**src/rtl/clock_time_pkg.sv**
```systemverilog
// Shared types and constants for the time-of-day counter.
package clock_time_pkg;

  typedef enum logic [1:0] {
    IDLE,
    CONV,
    CHECK
  } state_t;

  localparam int unsigned LOAD_LIMIT  = 1_000_000;
  localparam logic [7:0]  HH_MAX      = 8'h23;
  localparam logic [7:0]  MS_MAX      = 8'h59;
  localparam int unsigned BIN_BITS    = 20;
  localparam int unsigned CONV_CYCLES = 20;

  // Two-digit BCD increment that wraps to 00 after max.
  function automatic logic [7:0] bcd_inc(input logic [7:0] v, input logic [7:0] max);
    if (v == max) begin
      return 8'h00;
    end else if (v[3:0] == 4'd9) begin
      return {v[7:4] + 4'd1, 4'd0};
    end else begin
      return {v[7:4], v[3:0] + 4'd1};
    end
  endfunction

endpackage

```
**src/rtl/bin20_to_bcd6.sv**
```systemverilog
// Sequential double-dabble: converts a 20-bit binary value to 6 BCD digits,
// one bit per cycle, started by i_start and finishing after CONV_CYCLES shifts.
module bin20_to_bcd6
  import clock_time_pkg::*;
(
  input  logic                i_clk,
  input  logic                i_rst_n,
  input  logic                i_start,
  input  logic [BIN_BITS-1:0] i_bin,
  output logic                o_done,
  output logic [23:0]         o_bcd
);

  localparam logic [4:0] LAST = 5'(CONV_CYCLES - 1);

  logic [BIN_BITS-1:0] bin_q;
  logic [23:0]         bcd_q;
  logic [23:0]         adj;
  logic [4:0]          cnt_q;
  logic                active_q;

  // Add-3 correction on every digit that is 5 or more before the shift.
  always_comb begin
    adj = '0;
    for (int unsigned d = 0; d < 6; d++) begin
      adj[4*d +: 4] = (bcd_q[4*d +: 4] >= 4'd5) ? bcd_q[4*d +: 4] + 4'd3 : bcd_q[4*d +: 4];
    end
  end

  // Shift register and iteration counter.
  always_ff @(posedge i_clk or negedge i_rst_n) begin
    if (!i_rst_n) begin
      bin_q    <= '0;
      bcd_q    <= '0;
      cnt_q    <= '0;
      active_q <= 1'b0;
    end else if (i_start) begin
      bin_q    <= i_bin;
      bcd_q    <= '0;
      cnt_q    <= '0;
      active_q <= 1'b1;
    end else if (active_q) begin
      bcd_q <= {adj[22:0], bin_q[BIN_BITS-1]};
      bin_q <= {bin_q[BIN_BITS-2:0], 1'b0};
      cnt_q <= cnt_q + 5'd1;
      if (cnt_q == LAST) begin
        active_q <= 1'b0;
      end
    end
  end

  // done marks the cycle whose closing edge performs the final shift.
  assign o_done = active_q && (cnt_q == LAST);
  assign o_bcd  = bcd_q;

endmodule

```
**src/rtl/time_of_day_counter.sv**
```systemverilog
// 24-hour HH:MM:SS time-of-day counter with a validated decimal load path.
// Optional build macro CLOCK_12H_EN adds o_pm and shows hours in 12-hour form.
module time_of_day_counter
  import clock_time_pkg::*;
#(
  parameter int unsigned CLK_FREQ_HZ = 50_000_000,
  parameter int unsigned VALUE_W     = 40
) (
  input  logic               i_clk,
  input  logic               i_rst_n,
  input  logic               i_load,
  input  logic [VALUE_W-1:0] i_value,
  input  logic               i_run,
  output logic [7:0]         o_hh_bcd,
  output logic [7:0]         o_mm_bcd,
  output logic [7:0]         o_ss_bcd,
  output logic               o_busy,
  output logic               o_load_err,
  output logic               o_sec_pulse
`ifdef CLOCK_12H_EN
  ,
  output logic               o_pm
`endif
);

  localparam int unsigned        PRE_W   = $clog2(CLK_FREQ_HZ);
  localparam logic [PRE_W-1:0]   PRE_MAX = PRE_W'(CLK_FREQ_HZ - 1);
  localparam logic [VALUE_W-1:0] LIMIT   = VALUE_W'(LOAD_LIMIT);

  state_t           state_q, state_d;
  logic             range_q;
  logic             conv_start, conv_done;
  logic [23:0]      conv_bcd;
  logic             in_range, load_ok, tick, busy;
  logic [7:0]       hh_q, mm_q, ss_q;
  logic             err_q;
  logic [PRE_W-1:0] presc_q;

  bin20_to_bcd6 u_conv (
    .i_clk   (i_clk),
    .i_rst_n (i_rst_n),
    .i_start (conv_start),
    .i_bin   (i_value[BIN_BITS-1:0]),
    .o_done  (conv_done),
    .o_bcd   (conv_bcd)
  );

  assign in_range = (i_value < LIMIT);
  assign busy     = (state_q != IDLE);
  assign tick     = i_run && !busy && (presc_q == PRE_MAX);
  assign load_ok  = !range_q && (conv_bcd[23:16] <= HH_MAX) &&
                    (conv_bcd[15:8] <= MS_MAX) && (conv_bcd[7:0] <= MS_MAX);

  // Load FSM state register.
  always_ff @(posedge i_clk or negedge i_rst_n) begin
    if (!i_rst_n) begin
      state_q <= IDLE;
    end else begin
      state_q <= state_d;
    end
  end

  // Load FSM next state; out-of-range values skip conversion straight to CHECK.
  always_comb begin
    state_d    = state_q;
    conv_start = 1'b0;
    case (state_q)
      IDLE: begin
        if (i_load) begin
          if (in_range) begin
            state_d    = CONV;
            conv_start = 1'b1;
          end else begin
            state_d = CHECK;
          end
        end
      end
      CONV:    if (conv_done) state_d = CHECK;
      CHECK:   state_d = IDLE;
      default: state_d = IDLE;
    endcase
  end

  // Range flag and sticky load error.
  always_ff @(posedge i_clk or negedge i_rst_n) begin
    if (!i_rst_n) begin
      range_q <= 1'b0;
      err_q   <= 1'b0;
    end else begin
      if (state_q == IDLE && i_load) begin
        range_q <= !in_range;
      end
      if (state_q == CHECK) begin
        err_q <= !load_ok;
      end
    end
  end

  // Prescaler: frozen while busy so a load never eats part of a second.
  always_ff @(posedge i_clk or negedge i_rst_n) begin
    if (!i_rst_n) begin
      presc_q <= '0;
    end else if (state_q == CHECK && load_ok) begin
      presc_q <= '0;
    end else if (!i_run) begin
      presc_q <= '0;
    end else if (!busy) begin
      presc_q <= (presc_q == PRE_MAX) ? '0 : presc_q + 1'b1;
    end
  end

  // Time registers: commit accepted load, otherwise advance with carries.
  always_ff @(posedge i_clk or negedge i_rst_n) begin
    if (!i_rst_n) begin
      hh_q <= '0;
      mm_q <= '0;
      ss_q <= '0;
    end else if (state_q == CHECK && load_ok) begin
      hh_q <= conv_bcd[23:16];
      mm_q <= conv_bcd[15:8];
      ss_q <= conv_bcd[7:0];
    end else if (tick) begin
      ss_q <= bcd_inc(ss_q, MS_MAX);
      if (ss_q == MS_MAX) begin
        mm_q <= bcd_inc(mm_q, MS_MAX);
        if (mm_q == MS_MAX) begin
          hh_q <= bcd_inc(hh_q, HH_MAX);
        end
      end
    end
  end

  assign o_mm_bcd    = mm_q;
  assign o_ss_bcd    = ss_q;
  assign o_busy      = busy;
  assign o_load_err  = err_q;
  assign o_sec_pulse = tick;

`ifdef CLOCK_12H_EN
  // 12-hour display mapping; counting stays 24-hour internally.
  always_comb begin
    o_hh_bcd = hh_q;
    o_pm     = (hh_q >= 8'h12);
    case (hh_q)
      8'h00:   o_hh_bcd = 8'h12;
      8'h13, 8'h14, 8'h15, 8'h16, 8'h17, 8'h18, 8'h19:
               o_hh_bcd = hh_q - 8'h12;
      8'h20:   o_hh_bcd = 8'h08;
      8'h21:   o_hh_bcd = 8'h09;
      8'h22:   o_hh_bcd = 8'h10;
      8'h23:   o_hh_bcd = 8'h11;
      default: o_hh_bcd = hh_q;
    endcase
  end
`else
  assign o_hh_bcd = hh_q;
`endif

endmodule

```
**config.mk**
```make
export PLATFORM = sky130hd
export DESIGN_NAME = time_of_day_counter
export DESIGN_NICKNAME = d
export VERILOG_FILES = /design/src/rtl/clock_time_pkg.sv /design/src/rtl/bin20_to_bcd6.sv /design/src/rtl/time_of_day_counter.sv
export SDC_FILE = /design/constraint.sdc
export NUM_CORES = 1
export LEC_CHECK = 0
export ABC_AREA = 1
export CAP_MARGIN = 10
export CELL_PAD_IN_SITES_DETAIL_PLACEMENT = 1
export CELL_PAD_IN_SITES_GLOBAL_PLACEMENT = 1
export CORE_AREA = 2 2 104 181
export DETAILED_ROUTE_END_ITERATION = 8
export DIE_AREA = 0 0 106 183
export PLACE_DENSITY = 0.78
export SYNTH_ARGS = -nofsm -noshare
export SYNTH_HDL_FRONTEND = slang
export SYNTH_SLANG_ARGS = --single-unit
```
**constraint.sdc**
```tcl
create_clock -name i_clk -period 2.09 [get_ports i_clk]
set_clock_uncertainty 0.2 [all_clocks]
set_input_delay 0.418 -clock i_clk [delete_from_list [all_inputs] [get_ports i_clk]]
set_output_delay 0.418 -clock i_clk [all_outputs]
set_load 0.1 [all_outputs]
```
==> results of run 1 <==
cell type report:
| cell class | count | share of cell area [%] |
|---|---|---|
| sequential | 104 | 24.68 |
| clock inverter | 7 | 0.6679 |
| timing repair buffer | 252 | 24.33 |
| tap | 234 | 2.742 |
| clock buffer | 9 | 2.109 |
| multi-input combinational | 648 | 40.27 |
| inverter | 135 | 5.203 |
power by group through the flow:
stage | Clock [mW] | Sequential, mW | Combinational [mW]
after CTS | 1.78 | 2.20 | 1.44
final | 1.81 | 2.24 | 1.89
after floorplan | 0 | 2.25 | 0.570
after detailed placement | 0 | 2.23 | 1.28
after global placement | 0 | 2.22 | 1.24
after global routing | 1.88 | 2.24 | 1.99
metal layers:
layer	part of all wire (%)	track usage, %	up-vias
li1	-	-	3428
met1	33	27.59	3868
met2	55	52.23	331
met3	4.1	3.767	171
met4	7.7	14.95	0
met5	0	0	-
worst max-delay path, cell delays in order (launching register included):
cell and delay, ns:
dfrtp_1 0.46, ha_4 0.20, nand3_4 0.09, nor2_4 0.14, nand2_4 0.08, inv_2 0.07, nand3_4 0.08, clkinvlp_4 0.09
buf_12 0.16
cells in the final DEF (no fill, tap or decap), drive strengths merged, types with 12 or more instances in the layout:
cell type,instances
nor2,87
inv,135
buf,206
a21oi,22
nand2,195
ha,29
nand4,17
o21ai,86
clkbuf,12
dfrtp,104
xor2,29
nand3,118
nor3,15
clkdlybuf4s50,37
sequential cells by signal, summed over array words and instances (netlist names):
name / cells
u_conv.o_bcd: 24
range_q: 1
o_hh_bcd: 8
u_conv.active_q: 1
presc_q: 26
o_ss_bcd: 8
u_conv.bin_q: 20
o_load_err: 1
o_mm_bcd: 8
u_conv.cnt_q: 5
state_q: 2
logic make-up (layout without fill, tap and decap cells):
family | after synthesis | count (layout) | synth area share (%)
AO/OA/AOI/OAI | 135 | 135 | 11.09
XOR/XNOR | 36 | 36 | 4.690
AND/OR/NAND/NOR | 445 | 445 | 29.96
flip-flops | 104 | 104 | 38.71
buffers and inverters | 163 | 403 | 9.696
adder cells (fa/ha/maj) | 29 | 29 | 5.397
multiplexers | 3 | 3 | 0.4467
worst max path at each step:
stage / startpoint / endpoint / cells past startpoint
global route: state_q[0] / o_ss_bcd[5] / 14
finish: presc_q[0] / o_sec_pulse / 8
detailed placement: i_value[28] / u_conv.bin_q[11] / 9
CTS: presc_q[1] / o_sec_pulse / 8
global placement: i_value[28] / u_conv.o_bcd[19] / 9
floorplan: o_mm_bcd[1] / o_hh_bcd[4] / 11
per-stage QoR:
step                      power (mW)  area, µm²  setup TNS (ns)
after floorplan                2.823       6768               0
after global placement         3.457       8921          -15.43
after detailed placement       3.507       8921          -21.71
after CTS                      5.422       9774         -0.3969
after global routing           6.116      10680          -11.02
final                          5.937      10680          -6.517
timing repair:
action                     4_1_cts  5_1_grt
hold endpoints to repair        91        0
pin swaps                       34       59
hold buffers                     1        0
buffers inserted                24       26
setup endpoints to repair       46       99
cloned                           0        6
resized for setup              108      175
==> results.sh, run 1 <==
export IMPL_cts_max_path_buffers=2
export IMPL_async_flop_share_pct=100.0
export IMPL_crit_arrival_ns=1.75
export IMPL_routed_wl_mm=32.03
export IMPL_antenna_left=0
export IMPL_endpoint_kind="primary output"
export IMPL_synth_cell_type_count=41
export IMPL_setup_viol=53
export IMPL_r2r_end="o_ss_bcd[5]"
export IMPL_post_dp_hpwl_mm=16.10
export IMPL_synth_fp_nets=988
export IMPL_holdPathStages=2
export IMPL_wire_per_inst_um=23.06
export IMPL_worstHoldStart="u_conv.bin_q[5]"
export IMPL_critical_path_max_fanout=3
export IMPL_rsz0062_at_grt="true"
export IMPL_fmax_mhz=422.5
export IMPL_firstDrtPassIters=5
export IMPL_startpoint_type="flop"
export IMPL_synth_top_cell_area_share_pct=38.71
export IMPL_fp_dieArea_mm2=0.01940
export IMPL_fin_util_pct=59.41
export IMPL_yosysTopAreaCell="dfrtp_1"
export IMPL_max_slew_margin_rel_pct=59.26
export IMPL_cts_sinks=104
export IMPL_num_antenna_cells=0
export IMPL_track_usage_pct=27.14
export IMPL_drt_initial_drc_count=482
export IMPL_outcome="finished with violations"
export IMPL_die_w_um=106
export IMPL_yosysWarnings=0
export IMPL_io_buffers=70
export IMPL_grt_pass1_vias=8075
export IMPL_final_layout_size_suffix_gt1_share_pct=37.06
export IMPL_start_util_pct=37.40
export IMPL_switching_power_mw=2.179
export IMPL_num_rows=65
export IMPL_fin_cells=1389
export IMPL_final_hold_violation_count=0
export IMPL_ios=71
export IMPL_critical_path_class="flop to primary output"
export IMPL_syn_inst=915
export IMPL_p_per_area_mw_per_mm2=556.0
export IMPL_cts_buffers_inserted=9
export IMPL_power_frac_clock_pct=30.4
export IMPL_synth_seq_cells=104
export IMPL_nets=1223
export IMPL_seq_area_frac_synth_pct=38.71
export IMPL_cts_root_buffer="clkbuf_16"
export IMPL_drc=0
export IMPL_dr_total_vias=7798
export IMPL_synth_most_common_cell="nand2_1"
export IMPL_gp_congestion=0.8597
export IMPL_cp_data_required_time_ns=1.47
export IMPL_multi_input_area_mm2=0.004300
export IMPL_share_comb_of_total_power_pct=31.9
export IMPL_min_period_ns=2.367
export IMPL_synth_area_leaders="dfrtp_1 (39%), nand2_1 (11%), nand3_1 (8.3%)"
export IMPL_power_internal_mw=3.758
export IMPL_holdCritPathClass="flop to flop"
export IMPL_gr_total_overflow=0
export IMPL_grt_start_max_net_pins=105
export IMPL_grt_pass1_wl_mm=41.57
export IMPL_violations="negative setup slack"
export IMPL_synth_edf_count=0
export IMPL_pre_cts_slack_ns=-0.3739
export IMPL_clk_latency_ns=0.37
export IMPL_syn_avg_cell_area_um2=7.347
export IMPL_synth_ff_type="dfrtp_1"
export IMPL_viasPerCell=5.614
export IMPL_seqPwrFrac_pct=37.7
export IMPL_tritoncts="done"
export IMPL_setup_slack_ns=-0.2771
export IMPL_drv_cap=0
export IMPL_core_mm2=0.01797
export IMPL_slew_violations=0
export IMPL_antenna_found_initial=0
export IMPL_rr_startpoint="u_conv.o_bcd[13]"
export IMPL_holdPathEnd="u_conv.bin_q[6]"
export IMPL_die_h_um=183
export IMPL_r2r_slack_ns=-0.28
export IMPL_syn_area_mm2=0.006723
export IMPL_path_clk_slew_ns=0.08
export IMPL_vdd_drop_max_mv=0.3854
export IMPL_seq_area_mm2=0.002635
export IMPL_period_share_pct=113.3
export IMPL_area_delta_synth_final_pct=58.83
export IMPL_htreeDepth=3
export IMPL_p_leak_nw=5.043
export IMPL_reg2reg_depth=15
export IMPL_fillCellCount=2083
export IMPL_yosys_top_cells_count="nand2_1 (190), inv_1 (129), nand3_1 (112), dfrtp_1 (104), o21ai_0 (77)"
export IMPL_hold_ws_ns=0.3306
export IMPL_placed_cells=1319
export IMPL_swShare_pct=36.70
export IMPL_timing_worst_slew_pin_value_ns=0.6111
Power figures use the tool's default switching activity.
==> run 2: changes to the inputs <==
--- a/config.mk
+++ b/config.mk
@@ -13,6 +13,7 @@
 export DETAILED_ROUTE_END_ITERATION = 8
 export DIE_AREA = 0 0 106 183
 export PLACE_DENSITY = 0.78
+export SLEW_MARGIN = 20
 export SYNTH_ARGS = -nofsm -noshare
 export SYNTH_HDL_FRONTEND = slang
 export SYNTH_SLANG_ARGS = --single-unit
==> results of run 2 <==
The final DEF is identical to that of run 1; final timing and power are the same.
==> run 3: changes to the inputs <==
--- a/config.mk
+++ b/config.mk
@@ -9,9 +9,9 @@
 export CAP_MARGIN = 10
 export CELL_PAD_IN_SITES_DETAIL_PLACEMENT = 1
 export CELL_PAD_IN_SITES_GLOBAL_PLACEMENT = 1
-export CORE_AREA = 2 2 104 181
+export CORE_AREA = 2 2 137 139
 export DETAILED_ROUTE_END_ITERATION = 8
-export DIE_AREA = 0 0 106 183
+export DIE_AREA = 0 0 139 141
 export PLACE_DENSITY = 0.78
 export SLEW_MARGIN = 20
 export SYNTH_ARGS = -nofsm -noshare
==> run 3 against run 2 <==
  * Wire length decreased by 13%
  * Cell count decreased by 0.58%
  * The flow still finishes with violations (negative setup slack)
  * Largest power group unchanged
  * Via count decreased by 4.5%
  * Fmax decreased by 0.37%
==> results.sh, run 3 (synthesis gave the netlist of run 1 again) <==
export IMPL_num_rows=50
export IMPL_reg2reg_depth=11
export IMPL_viasPerCell=5.395
export IMPL_core_mm2=0.01827
export IMPL_cts_buffers_inserted=9
export IMPL_gr_total_overflow=0
export IMPL_cp_endpoint="o_sec_pulse"
export IMPL_antenna_left=0
export IMPL_cts_root_buffer="clkbuf_16"
export IMPL_grt_pass1_vias=7733
export IMPL_setup_slack_ns=-0.2859
export IMPL_fin_util_pct=57.92
export IMPL_die_h_um=141
export IMPL_p_per_area_mw_per_mm2=543.3
export IMPL_final_hold_violation_count=0
export IMPL_endpoint_kind="primary output"
export IMPL_cp_data_required_time_ns=1.47
export IMPL_cts_max_path_buffers=2
export IMPL_holdCritPathClass="primary input to async pin"
export IMPL_final_cell_mix="nand2_1 (163), buf_4 (142), inv_1 (111)"
export IMPL_multi_input_area_mm2=0.004262
export IMPL_seq_area_mm2=0.002633
export IMPL_placed_cells=1331
export IMPL_critical_path_max_fanout=5
export IMPL_slew_violations=0
export IMPL_fillCellCount=2177
export IMPL_fp_dieArea_mm2=0.01960
export IMPL_critical_path_class="flop to primary output"
export IMPL_vdd_drop_max_mv=0.4585
export IMPL_ios=71
export IMPL_drc=0
export IMPL_largest_register_ffs=26
export IMPL_r2r_end="o_mm_bcd[0]"
export IMPL_final_layout_size_suffix_gt1_share_pct=35.22
export IMPL_num_antenna_cells=0
export IMPL_mostFrequentLayoutCell="nand2_1"
export IMPL_antenna_found_initial=0
export IMPL_period_share_pct=113.7
export IMPL_wire_per_inst_um=20.16
export IMPL_firstDrtPassIters=5
export IMPL_grt_pass1_wl_mm=39.13
export IMPL_nets=1215
export IMPL_violations="negative setup slack"
export IMPL_htreeDepth=3
export IMPL_p_leak_nw=4.918
export IMPL_max_slew_margin_rel_pct=70.85
export IMPL_largest_register="presc_q"
export IMPL_dr_total_vias=7450
export IMPL_crit_arrival_ns=1.76
export IMPL_area_delta_synth_final_pct=57.38
export IMPL_tritoncts="done"
export IMPL_drv_cap=0
export IMPL_setup_viol=29
export IMPL_timing_worst_slew_pin_value_ns=0.4339
export IMPL_routed_wl_mm=27.84
export IMPL_r2r_slack_ns=-0.24
export IMPL_start_util_pct=36.80
export IMPL_io_buffers=70
export IMPL_cts_sinks=104
export IMPL_path_clk_slew_ns=0.08
export IMPL_drt_initial_drc_count=468
export IMPL_startpoint_type="flop"
export IMPL_die_w_um=139
export IMPL_clk_latency_ns=0.38
export IMPL_post_dp_hpwl_mm=15.50
export IMPL_grt_start_max_net_pins=49
export IMPL_fmax_mhz=420.9
export IMPL_min_period_ns=2.376
export IMPL_outcome="finished with violations"
export IMPL_critPathLaunch="presc_q[24]"
export IMPL_fin_cells=1381
export IMPL_track_usage_pct=24.61
export IMPL_rsz0062_at_grt="true"
export IMPL_rr_startpoint="u_conv.o_bcd[8]"
export IMPL_gp_congestion=0.8009
## run 3: worst max-delay path, cell delays in order (launching register included)
cell and delay (ns):
dfrtp_1 0.47, inv_1 0.10, nand2_1 0.07, nor2_1 0.12, nand3_1 0.09, nor2_2 0.14, nand3_4 0.10, clkinvlp_4 0.11
buf_12 0.17
## run 3: report_power, final
group | internal (mW) | switching [mW] | total, mW | leakage, nW
Clock | 0.974 | 0.883 | 1.86 | 0.143
Sequential | 2.11 | 0.113 | 2.22 | 1.28
Combinational | 0.698 | 0.969 | 1.67 | 3.50
## run 3: worst min path at each step
stage,cells past startpoint,slack (ns),to,startpoint
global route,2,0.32,u_conv.o_bcd[0],i_rst_n
CTS,2,0.30,u_conv.o_bcd[0],i_rst_n
detailed placement,1,0.14,u_conv.o_bcd[0],i_rst_n
floorplan,0,-0.08,o_hh_bcd[0],i_rst_n
finish,2,0.29,u_conv.o_bcd[0],i_rst_n
global placement,1,0.14,u_conv.o_bcd[0],i_rst_n
## run 3: timing repair
item,4_1_cts,5_1_grt
resized for setup,125,136
pin swaps,35,40
hold endpoints to repair,18,0
buffers inserted,13,18
setup endpoints to repair,43,92
hold buffers,1,0
gates cloned,1,1
## run 3: final cells by class
class | instances | area share, %
inverters | 135 | 5.109
repair buffers | 244 | 24.08
clock buffers | 11 | 2.294
clock inverters | 5 | 0.5913
flip-flops and latches | 104 | 24.88
well taps | 234 | 2.767
multi-input cells | 648 | 40.28
## run 3: routing by layer
layer | vias to the layer above | routed length (µm) | GRT usage (%)
li1 | 3432 | - | -
met1 | 3710 | 11160 | 29.46
met2 | 230 | 14510 | 43.66
met3 | 78 | 1120 | 3.295
met4 | 0 | 1047 | 12.07
met5 | - | 0 | 0
## run 3: per-stage QoR
step	hold slack, ns	instance area (µm²)	setup slack (ns)	setup TNS [ns]	power, mW
final	0.2904	10580	-0.2859	-3.206	5.748
after global placement	0.1419	9024	-0.2499	-13.95	3.425
after floorplan	-0.07759	6768	0.01123	0	2.823
after detailed placement	0.1437	9024	-0.3201	-18.45	3.491
after global routing	0.3216	10580	-0.3479	-6.577	5.947
after CTS	0.2969	9921	-0.2015	-0.7112	5.416
